===== config.mk =====
export PLATFORM = sky130hd
export DESIGN_NAME = objects_compositor_flat
export DESIGN_NICKNAME = d
export VERILOG_FILES = /design/src/rtl/objects_compositor_if.sv /design/src/rtl/objects_compositor.sv /design/src/flat_wrapper.sv
export SDC_FILE = /design/constraint.sdc
export NUM_CORES = 1
export LEC_CHECK = 0
export CORE_MARGIN = 2
export CORE_UTILIZATION = 31
export DETAILED_ROUTE_END_ITERATION = 12
export GPL_TIMING_DRIVEN = 0
export PLACE_DENSITY = 0.86
export SLEW_MARGIN = 20
export SYNTH_ARGS = -nofsm -noshare
export SYNTH_HDL_FRONTEND = slang
export SYNTH_SLANG_ARGS = --single-unit

===== constraint.sdc =====
create_clock -name clk -period 0.9 [get_ports clk]
set_input_delay 0.135 -clock clk [delete_from_list [all_inputs] [get_ports clk]]
set_output_delay 0.135 -clock clk [all_outputs]
set_load 0.05 [all_outputs]

===== src/rtl/objects_compositor_if.sv =====
// Pixel-stream bundle between the per-object drawers and the compositor.
// master = drawer side (drives pixels), slave = compositor side.
interface objects_compositor_if #(
    parameter int NUM_LAYERS = 4
);
    logic                         pixelValid;
    logic                         startOfFrame;
    logic [NUM_LAYERS-1:0]        drawingRequest;
    logic [NUM_LAYERS-1:0][7:0]   RGBin;
    logic [7:0]                   RGBout;
    logic                         collisionPulse;
    logic                         firstCollisionPulse;
    logic [NUM_LAYERS-1:0]        collidedLayers;

    modport master (
        output pixelValid, startOfFrame, drawingRequest, RGBin,
        input  RGBout, collisionPulse, firstCollisionPulse, collidedLayers
    );

    modport slave (
        input  pixelValid, startOfFrame, drawingRequest, RGBin,
        output RGBout, collisionPulse, firstCollisionPulse, collidedLayers
    );
endinterface


===== src/rtl/objects_compositor.sv =====
// Fixed-priority pixel compositor with per-frame collision accumulation.
// Collision logic is present only when COMPOSITOR_COLLISION_EN is defined.
module objects_compositor #(
    parameter int         NUM_LAYERS     = 4,
    parameter logic [7:0] BACKGROUND_RGB = 8'h00,
    parameter logic [7:0] BLANK_RGB      = 8'h00
) (
    input logic                  clk,
    input logic                  resetN,
    objects_compositor_if.slave  pix_if
);

    logic [7:0] sel_rgb;
    logic [7:0] rgb_d;
    logic [7:0] rgb_q;

    // Walk from lowest priority upward so layer 0 overrides everything.
    always_comb begin
        sel_rgb = BACKGROUND_RGB;
        for (int i = NUM_LAYERS - 1; i >= 0; i--) begin
            if (pix_if.drawingRequest[i]) begin
                sel_rgb = pix_if.RGBin[i];
            end
        end
        rgb_d = pix_if.pixelValid ? sel_rgb : BLANK_RGB;
    end

    always_ff @(posedge clk or negedge resetN) begin
        if (!resetN) begin
            rgb_q <= 8'h00;
        end else begin
            rgb_q <= rgb_d;
        end
    end

    assign pix_if.RGBout = rgb_q;

`ifdef COMPOSITOR_COLLISION_EN
    logic                  multi_req;
    logic                  collision;
    logic [NUM_LAYERS-1:0] hit_layers;
    logic [NUM_LAYERS-1:0] acc_d,      acc_q;
    logic [NUM_LAYERS-1:0] collided_d, collided_q;
    logic                  seen_d,     seen_q;
    logic                  pulse_d,    pulse_q;
    logic                  first_d,    first_q;

    // Clearing the lowest set bit leaves something only if two or more were set.
    assign multi_req  = |(pix_if.drawingRequest & (pix_if.drawingRequest - NUM_LAYERS'(1)));
    assign collision  = pix_if.pixelValid & multi_req;
    assign hit_layers = collision ? pix_if.drawingRequest : '0;

    always_comb begin
        acc_d      = acc_q | hit_layers;
        seen_d     = seen_q | collision;
        collided_d = collided_q;
        pulse_d    = collision;
        first_d    = collision & ~seen_q;
        if (pix_if.startOfFrame) begin
            // The SOF pixel belongs to the new frame, not the closing one.
            collided_d = acc_q;
            acc_d      = hit_layers;
            seen_d     = collision;
            first_d    = collision;
        end
    end

    always_ff @(posedge clk or negedge resetN) begin
        if (!resetN) begin
            acc_q      <= '0;
            collided_q <= '0;
            seen_q     <= 1'b0;
            pulse_q    <= 1'b0;
            first_q    <= 1'b0;
        end else begin
            acc_q      <= acc_d;
            collided_q <= collided_d;
            seen_q     <= seen_d;
            pulse_q    <= pulse_d;
            first_q    <= first_d;
        end
    end

    assign pix_if.collisionPulse      = pulse_q;
    assign pix_if.firstCollisionPulse = first_q;
    assign pix_if.collidedLayers      = collided_q;
`else
    logic unused_sof;
    assign unused_sof = pix_if.startOfFrame;

    assign pix_if.collisionPulse      = 1'b0;
    assign pix_if.firstCollisionPulse = 1'b0;
    assign pix_if.collidedLayers      = '0;
`endif

endmodule


===== src/flat_wrapper.sv =====
// flat-port wrapper written by rule: the top's interface ports become plain ports
module objects_compositor_flat 
#(
    parameter int         NUM_LAYERS     = 4,
    parameter logic [7:0] BACKGROUND_RGB = 8'h00,
    parameter logic [7:0] BLANK_RGB      = 8'h00
)
  (clk, resetN, pix_if_pixelValid, pix_if_startOfFrame, pix_if_drawingRequest, pix_if_RGBin, pix_if_RGBout, pix_if_collisionPulse, pix_if_firstCollisionPulse, pix_if_collidedLayers);
  objects_compositor_if #(.NUM_LAYERS(NUM_LAYERS)) pix_if_i ();
  input logic clk;
  input logic resetN;
  input wire logic [$bits(pix_if_i.pixelValid)-1:0] pix_if_pixelValid;
  input wire logic [$bits(pix_if_i.startOfFrame)-1:0] pix_if_startOfFrame;
  input wire logic [$bits(pix_if_i.drawingRequest)-1:0] pix_if_drawingRequest;
  input wire logic [$bits(pix_if_i.RGBin)-1:0] pix_if_RGBin;
  output wire logic [$bits(pix_if_i.RGBout)-1:0] pix_if_RGBout;
  output wire logic [$bits(pix_if_i.collisionPulse)-1:0] pix_if_collisionPulse;
  output wire logic [$bits(pix_if_i.firstCollisionPulse)-1:0] pix_if_firstCollisionPulse;
  output wire logic [$bits(pix_if_i.collidedLayers)-1:0] pix_if_collidedLayers;
  assign pix_if_i.pixelValid = pix_if_pixelValid;
  assign pix_if_i.startOfFrame = pix_if_startOfFrame;
  assign pix_if_i.drawingRequest = pix_if_drawingRequest;
  assign pix_if_i.RGBin = pix_if_RGBin;
  assign pix_if_RGBout = pix_if_i.RGBout;
  assign pix_if_collisionPulse = pix_if_i.collisionPulse;
  assign pix_if_firstCollisionPulse = pix_if_i.firstCollisionPulse;
  assign pix_if_collidedLayers = pix_if_i.collidedLayers;
  objects_compositor #(.NUM_LAYERS(NUM_LAYERS), .BACKGROUND_RGB(BACKGROUND_RGB), .BLANK_RGB(BLANK_RGB)) u_core (.clk(clk), .resetN(resetN), .pix_if(pix_if_i));
endmodule

## After elaboration in Yosys (flattened, before gate mapping)

Index checks and enable logic that the tools add are counted.

| storage, ports and cells | value |
|---|---|
| flip-flop bits (word level) | 8 |
| latch bits | 0 |
| RAM bits | 0 |
| memory bits (read-only) | 0 |
| bits of input ports | 40 |
| output and inout port bits | 14 |
| logic and storage cells | 6 |
| memories | 0 |

| operators by class | value |
|---|---|
| add/subtract/negate cells | 0 |
| multipliers | 0 |
| div/mod/pow operators | 0 |
| $lt $le $gt $ge | 0 |
| equal/unequal tests | 0 |
| shift-type cells | 0 |
| muxes and demuxes | 5 |
| bitwise gates (word level) | 0 |
| reduce and logical (&&, ||, !) cells | 0 |

Operators by type and width:

| operator | count |
|---|---|
| 2-to-1 mux 8 bit | 5 |

## Longest topological paths before layout

Gate-level depths: netlist of run 1.

| depth | value |
|---|---|
| depth in word-level cells | 5 |
| mapped depth | 5 |
| depth with buffers taken out | 3 |

## Worst setup path before layout of run 1

OpenSTA, ideal clock, no wires.

| timing | value |
|---|---|
| kind | input to register |
| start point | in pix_if_drawingRequest[2] |
| end point | reg u_core.rgb_q[0], in the netlist u_core.pix_if.RGBout[0] |
| library setup time | 126 ps |
| arrival | 731 ps |
| data required time | 774 ps |
| path slack | 43 ps |
| stages | 5 |
| buffers on the path | 2 |
| cell sequence | buf_6 > nor2b_4 > buf_6 > a221oi_2 > o21ai_1 |

| on the way | value |
|---|---|
| longest elaborated chain between the ends | 4 |

Ends and longest elaborated chain:

| item | line | RTL |
|---|---|---|
| start: declaration | flat_wrapper.sv:14 | `input wire logic [$bits(pix_if_i.drawingRequest)-1:0] pix_if_drawingRequest;` |
| 2-to-1 mux 8 bit (3 in series) | objects_compositor.sv:21 | `if (pix_if.drawingRequest[i]) begin` |
| 2-to-1 mux 8 bit | objects_compositor.sv:25 | `rgb_d = pix_if.pixelValid ? sel_rgb : BLANK_RGB;` |
| named net u_core.rgb_d[0] | objects_compositor.sv:14 | `logic [7:0] rgb_d;` |
| end signal: assignment | objects_compositor.sv:32 | `rgb_q <= rgb_d;` |
| end: declaration | objects_compositor.sv:15 | `logic [7:0] rgb_q;` |

The timed path passes the listed nets, and every way through them passes these cells.

## Final worst setup path of run 1

| timing | value |
|---|---|
| start point | reg u_core.rgb_q[7], in the netlist u_core.pix_if.RGBout[7] |
| end point | out pix_if_RGBout[7] |

RTL lines:

| item | line | RTL |
|---|---|---|
| end: declaration | flat_wrapper.sv:16 | `output wire logic [$bits(pix_if_i.RGBout)-1:0] pix_if_RGBout;` |

No word-level cell between the ends.

==> metrics, run 1 <==
PnR Total Power=1.21 mW; largest net degree at the start of global routing=11; Setup Fix Bufs, Post-CTS=0; # setup viols final=4; core area=1690 µm²; clk sinks=8; clk slew on worst S/H paths=50 ps; # fillers=127; initial core utilization=32.0%; via count=596; slowest cell on the critical path=dfrtp_1; die footprint=2090 µm²; num ports=54; dominant cell type by area after synthesis=dfrtp_1; min cycle time layout=909 ps; via/cell ratio=4.81; Hold Slack=150 ps; GPL Wtd Cong=0.750; # diodes=0; total CTS buffers=3; gate family responsible for the most delay along the worst path=flip-flops; Post-Syn Instances=56; max-slew violation count=0; Mapped Area=541 µm²; row cnt=15; die width=45.8 µm; #FFs+latches synth=8; Final ANT Viol Nets=0; WP buf/inv=1; Worst path max stage delay=370 ps; Critical Path AT=770 ps; RSZ-0062 raised after global routing=true; Max-cap violations=0; library cells used by synthesis=15; Nets=149; vias in the first global route=535; syn avg cell area=9.65 µm²; worst vdd ir=484 µV; list of most frequent post-synthesis cells=o21ai_0 (9), dfrtp_1 (8), nand2_1 (8); # hold bufs at CTS=0; Yosys top cell area share=37.0%; Top FF cell, synth=dfrtp_1; Post-route DRC=0; CTS tree=done; global-route wire length before repair=2.24 mm; DP Wirelength=1.34 mm; Total Wirelength=1.61 mm; Max Root-Sink Buffers=2; kind of start point of the critical path=flop; cells along the critical path=buf_6; port bufs=44; Leakage=0.501 nW; Total Routing Usage GR=15.1%; Crit Path Max Fanout=1; CP required=760 ps; Warnings, synthesis=0; FMAX=1100 MHz; fraction of layout cells with a size suffix above 1=30.8%; async set-reset flop share out of synthesis=100%; final hold vios=0; top-count cell post-synth=o21ai_0; area grow syn2layout=105%; final worst slack=-9.32 ps; Chip Height=45.8 µm; CP Class=reg -> out; status=complete, but fails checks; gr ovfl total=0; PD cells=1090 nW/µm²; hold crit path type=in -> async; placed insts=122; fin crit share=101%; sequential area share after synthesis=37.0%; CTS HTree Levels=1; top cells by area, synth=dfrtp_1 (37%), a221oi_2 (19%), o21ai_0 (8.3%); Pre-antenna DRT Iters=4; DR iter-0 viols=3; Post-synth EDFFs=0; initial antenna violation count=0; crit end category=output port; failing checks=setup timing; Routed wire per std cell=13.0 µm; max FFs per register=8; Layout Cells excl Fill=124; CTS root buffer=clkbuf_4
==> worst max-delay path by stage <==
stage,startpoint,end,slack [ps],cells after the start
finish,u_core.pix_if.RGBout[7]$_DFF_PN0_,pix_if_RGBout[7],-9,1
global placement,pix_if_pixelValid,u_core.pix_if.RGBout[6]$_DFF_PN0_,-420,4
floorplan,pix_if_drawingRequest[2],u_core.pix_if.RGBout[0]$_DFF_PN0_,40,5
CTS,u_core.pix_if.RGBout[4]$_DFF_PN0_,pix_if_RGBout[4],-20,1
detailed placement,pix_if_pixelValid,u_core.pix_if.RGBout[7]$_DFF_PN0_,-470,4
global route,u_core.pix_if.RGBout[4]$_DFF_PN0_,pix_if_RGBout[4],-30,1
==> per-stage QoR <==
step	setup TNS [ps]	area, µm²	setup WS, ps	utilization, %
finish	-26.1	1110	-9.32	65.5
global route	-159	1110	-26.6	65.5
CTS	-58.3	1060	-18.3	63.0
detailed placement	-6120	1020	-471	60.4
global placement	-5780	1020	-425	60.4
floorplan	0	559	43.4	-
==> per-layer routing <==
layer	track usage (%)	up-vias	part of all wire [%]	wire length (µm)
met4	6.86	0	1.4	23
met3	1.98	4	7.0	113
li1	-	293	-	-
met2	28.7	29	52	839
met1	16.0	270	40	638
met5	0	-	0	0
==> cells by family after synthesis <==
group	share of synthesized area [%]
AO/OA/AOI/OAI	35.9
buffers and inverters	14.8
flip-flops	37.0
AND/OR/NAND/NOR	11.6
other	0.694
==> where the power goes <==
group,internal [mW],switching (mW)
combinational,0.271,0.281
clock,0.152,0.107
sequential,0.388,0.0123
total,0.810,0.401
==> final cells by class <==
class	count	area, µm²	area share, %
Buffer	9	72.6	6.56
Clock buffer	3	22.5	2.04
Inverter	1	3.75	0.339
Multi-Input combinational cell	42	329	29.8
Sequential cell	8	200	18.1
Tap cell	17	21.3	1.92
Timing Repair Buffer	44	457	41.3
==> placed cells by master (no fill, tap or decap) <==
master           synthesis  routed
buf_6                    2      10
o21ai_2                  0       1
conb_1                   1       6
a221oi_4                 0       2
clkdlybuf4s50_1          0      32
dfrtp_1                  8       8
dlymetal6s2s_1           0       3
dlygate4sd2_1            0       1
o21ai_0                  9       3
buf_4                    6       6
nor2b_4                  1       3
inv_1                    1       1
a221oi_2                 7       6
o21ai_1                  7      12
clkbuf_4                 0       3
and2_4                   0       1
nand2_1                  8       8
buf_2                    1       1
==> timing repair <==
action / in CTS / in global routing
gates resized for setup: 63 / 13
setup endpoints to repair: 16 / 16
pin swaps: 5 / 8
(Power assumes the default switching activity.)
==> run 2: changes to the inputs <==
--- a/config.mk
+++ b/config.mk
@@ -5,6 +5,7 @@
 export SDC_FILE = /design/constraint.sdc
 export NUM_CORES = 1
 export LEC_CHECK = 0
+export ABC_CLOCK_PERIOD_IN_PS = 900
 export CORE_MARGIN = 2
 export CORE_UTILIZATION = 31
 export DETAILED_ROUTE_END_ITERATION = 12
==> results of run 2 <==
No change in the layout: final DEF, timing and power equal those of run 1.
==> run 3: changes to the inputs <==
--- a/config.mk
+++ b/config.mk
@@ -9,7 +9,6 @@
 export CORE_MARGIN = 2
 export CORE_UTILIZATION = 31
 export DETAILED_ROUTE_END_ITERATION = 12
-export GPL_TIMING_DRIVEN = 0
 export PLACE_DENSITY = 0.86
 export SLEW_MARGIN = 20
 export SYNTH_ARGS = -nofsm -noshare
==> run 3 against run 2 <==
Against the previous run:
- the flow still finishes with violations (setup timing)
- sequential share of layout area is 0.59 points lower
- power up 5.7%
- final area is 3.4% higher
- critical endpoint is now pix_if_RGBout[0]
==> metrics, run 3 (synthesis gave the netlist of run 1 again) <==
status=complete, but fails checks; failing checks=setup timing; Nets=147; Leakage=0.484 nW; GPL Wtd Cong=0.781; max-slew violation count=0; most common cell after layout, fill and taps aside=clkdlybuf4s50_1; row cnt=15; Pre-antenna DRT Iters=4; Max-cap violations=0; Final ANT Viol Nets=0; core area=1690 µm²; via count=607; num ports=54; initial core utilization=32.0%; # fillers=114; via/cell ratio=4.98; gate family responsible for the most delay along the worst path=flip-flops; Placed Area=1080 µm²; Layout Cells excl Fill=122; placed insts=119; global-route wire length before repair=2.88 mm; fraction of layout cells with a size suffix above 1=30.5%; CP Class=reg -> out; initial antenna violation count=0; DR iter-0 viols=4; Critical Path AT=810 ps; PD cells=1120 nW/µm²; largest net degree at the start of global routing=9; FF+latch area=200 µm²; Crit Path Max Fanout=1; worst vdd ir=533 µV; Routed wire per std cell=16.0 µm; Finished Cell Area=1140 µm²; FMAX=1060 MHz; Post-route DRC=0; Net Sw Frac=33.8%; kind of start point of the critical path=flop; port bufs=46; RSZ-0062 raised after global routing=true; Setup Fix Bufs, Post-CTS=0; crit end category=output port; final worst slack=-44.3 ps; min cycle time layout=944 ps; Clk pwr share=21.4%; die footprint=2090 µm²; Total Wirelength=1.95 mm; clk sinks=8; Internal=848 µW; DP Wirelength=1.61 mm; area grow syn2layout=112%; die width=45.8 µm; CTS HTree Levels=1; footprint of the multi-input gates=320 µm²; sequential power share=32.0%; Max Root-Sink Buffers=2; hold crit path type=in -> async; Total Routing Usage GR=20.4%; final hold vios=0; most frequent cells in the layout=clkdlybuf4s50_1 (33), o21ai_1 (12), nand2_1 (8), buf_12 (8), dfrtp_1 (8); # setup viols final=9; Chip Height=45.8 µm; total CTS buffers=3; CTS root buffer=clkbuf_4; clk slew on worst S/H paths=50 ps; slowest cell on the critical path=dfrtp_1; vias in the first global route=629; cells along the critical path=buf_12; CP required=760 ps; max FFs per register=8; CTS tree=done; fin crit share=105%; Combinational Power Share=46.5%; # diodes=0; gr ovfl total=0; Worst path max stage delay=400 ps; Psw=432 µW; WP buf/inv=1
-- run 3: changes by cell type in the layout (fill, tap and decap cells not counted), moves of 2 or more --
| cell | previous run | this run |
|---|---|---|
| buf_6 | 10 | 0 |
| dlymetal6s2s_1 | 3 | 1 |
| o21ai_2 | 1 | 4 |
| buf_12 | 0 | 8 |
| dlygate4sd2_1 | 1 | 4 |
| o21ai_0 | 3 | 0 |
-- run 3: per-stage QoR --
| stage | TNS, ps | power (mW) | hold slack, ps | util (%) | setup slack, ps |
|---|---|---|---|---|---|
| 6_report | -330 | 1.28 | 152 | 67.7 | -44.3 |
| 3_5_place_dp | -3610 | 0.988 | 430 | 64.1 | -503 |
| 4_1_cts | -356 | 1.27 | 155 | 65.8 | -49.9 |
| 3_3_place_gp | -3150 | 0.977 | 422 | 64.1 | -421 |
| 2_1_floorplan | 0 | 0.673 | -161 | - | 43.4 |
| 5_1_grt | -627 | 1.34 | 172 | 67.7 | -68.9 |
-- run 3: power by group through the flow --
stage | combinational, mW | clock (mW) | sequential (mW)
2_1_floorplan | 0.175 | 0 | 0.498
3_3_place_gp | 0.561 | 0 | 0.416
3_5_place_dp | 0.571 | 0 | 0.416
4_1_cts | 0.576 | 0.280 | 0.410
5_1_grt | 0.624 | 0.300 | 0.412
6_report | 0.596 | 0.274 | 0.410
-- run 3: worst paths after layout --
kind / start / end / slack [ps] / depth (start not counted)
max: u_core.pix_if.RGBout[0]$_DFF_PN0_ / pix_if_RGBout[0] / -40 / 1
min: resetN / u_core.pix_if.RGBout[6]$_DFF_PN0_ / 150 / 1
max in group asynchronous: resetN / u_core.pix_if.RGBout[0]$_DFF_PN0_ / 490 / 1
min in group clk: pix_if_drawingRequest[3] / u_core.pix_if.RGBout[6]$_DFF_PN0_ / 370 / 3
-- run 3: timing repair --
item	CTS	global route
hold buffers	0	0
cloned	0	0
setup endpoints to repair	16	12
resized for setup	11	13
endpoints found under the hold margin	0	0
pin swaps	3	5
-- run 3: area by class of cell --
type / instances / share of cell area, %
clock buffers: 3 / 1.97
inverters: 1 / 0.328
multi-input cells: 42 / 28.0
flip-flops and latches: 8 / 17.5
well taps: 17 / 1.86
repair buffers: 51 / 50.3
-- run 3: layer usage --
metal / vias up / GRT usage, % / wire length, µm
met3: 2 / 5.95 / 142
li1: 290 / - / -
met2: 33 / 35.5 / 1020
met1: 282 / 22.3 / 773
met4: 0 / 10.3 / 15
met5: - / 0 / 0
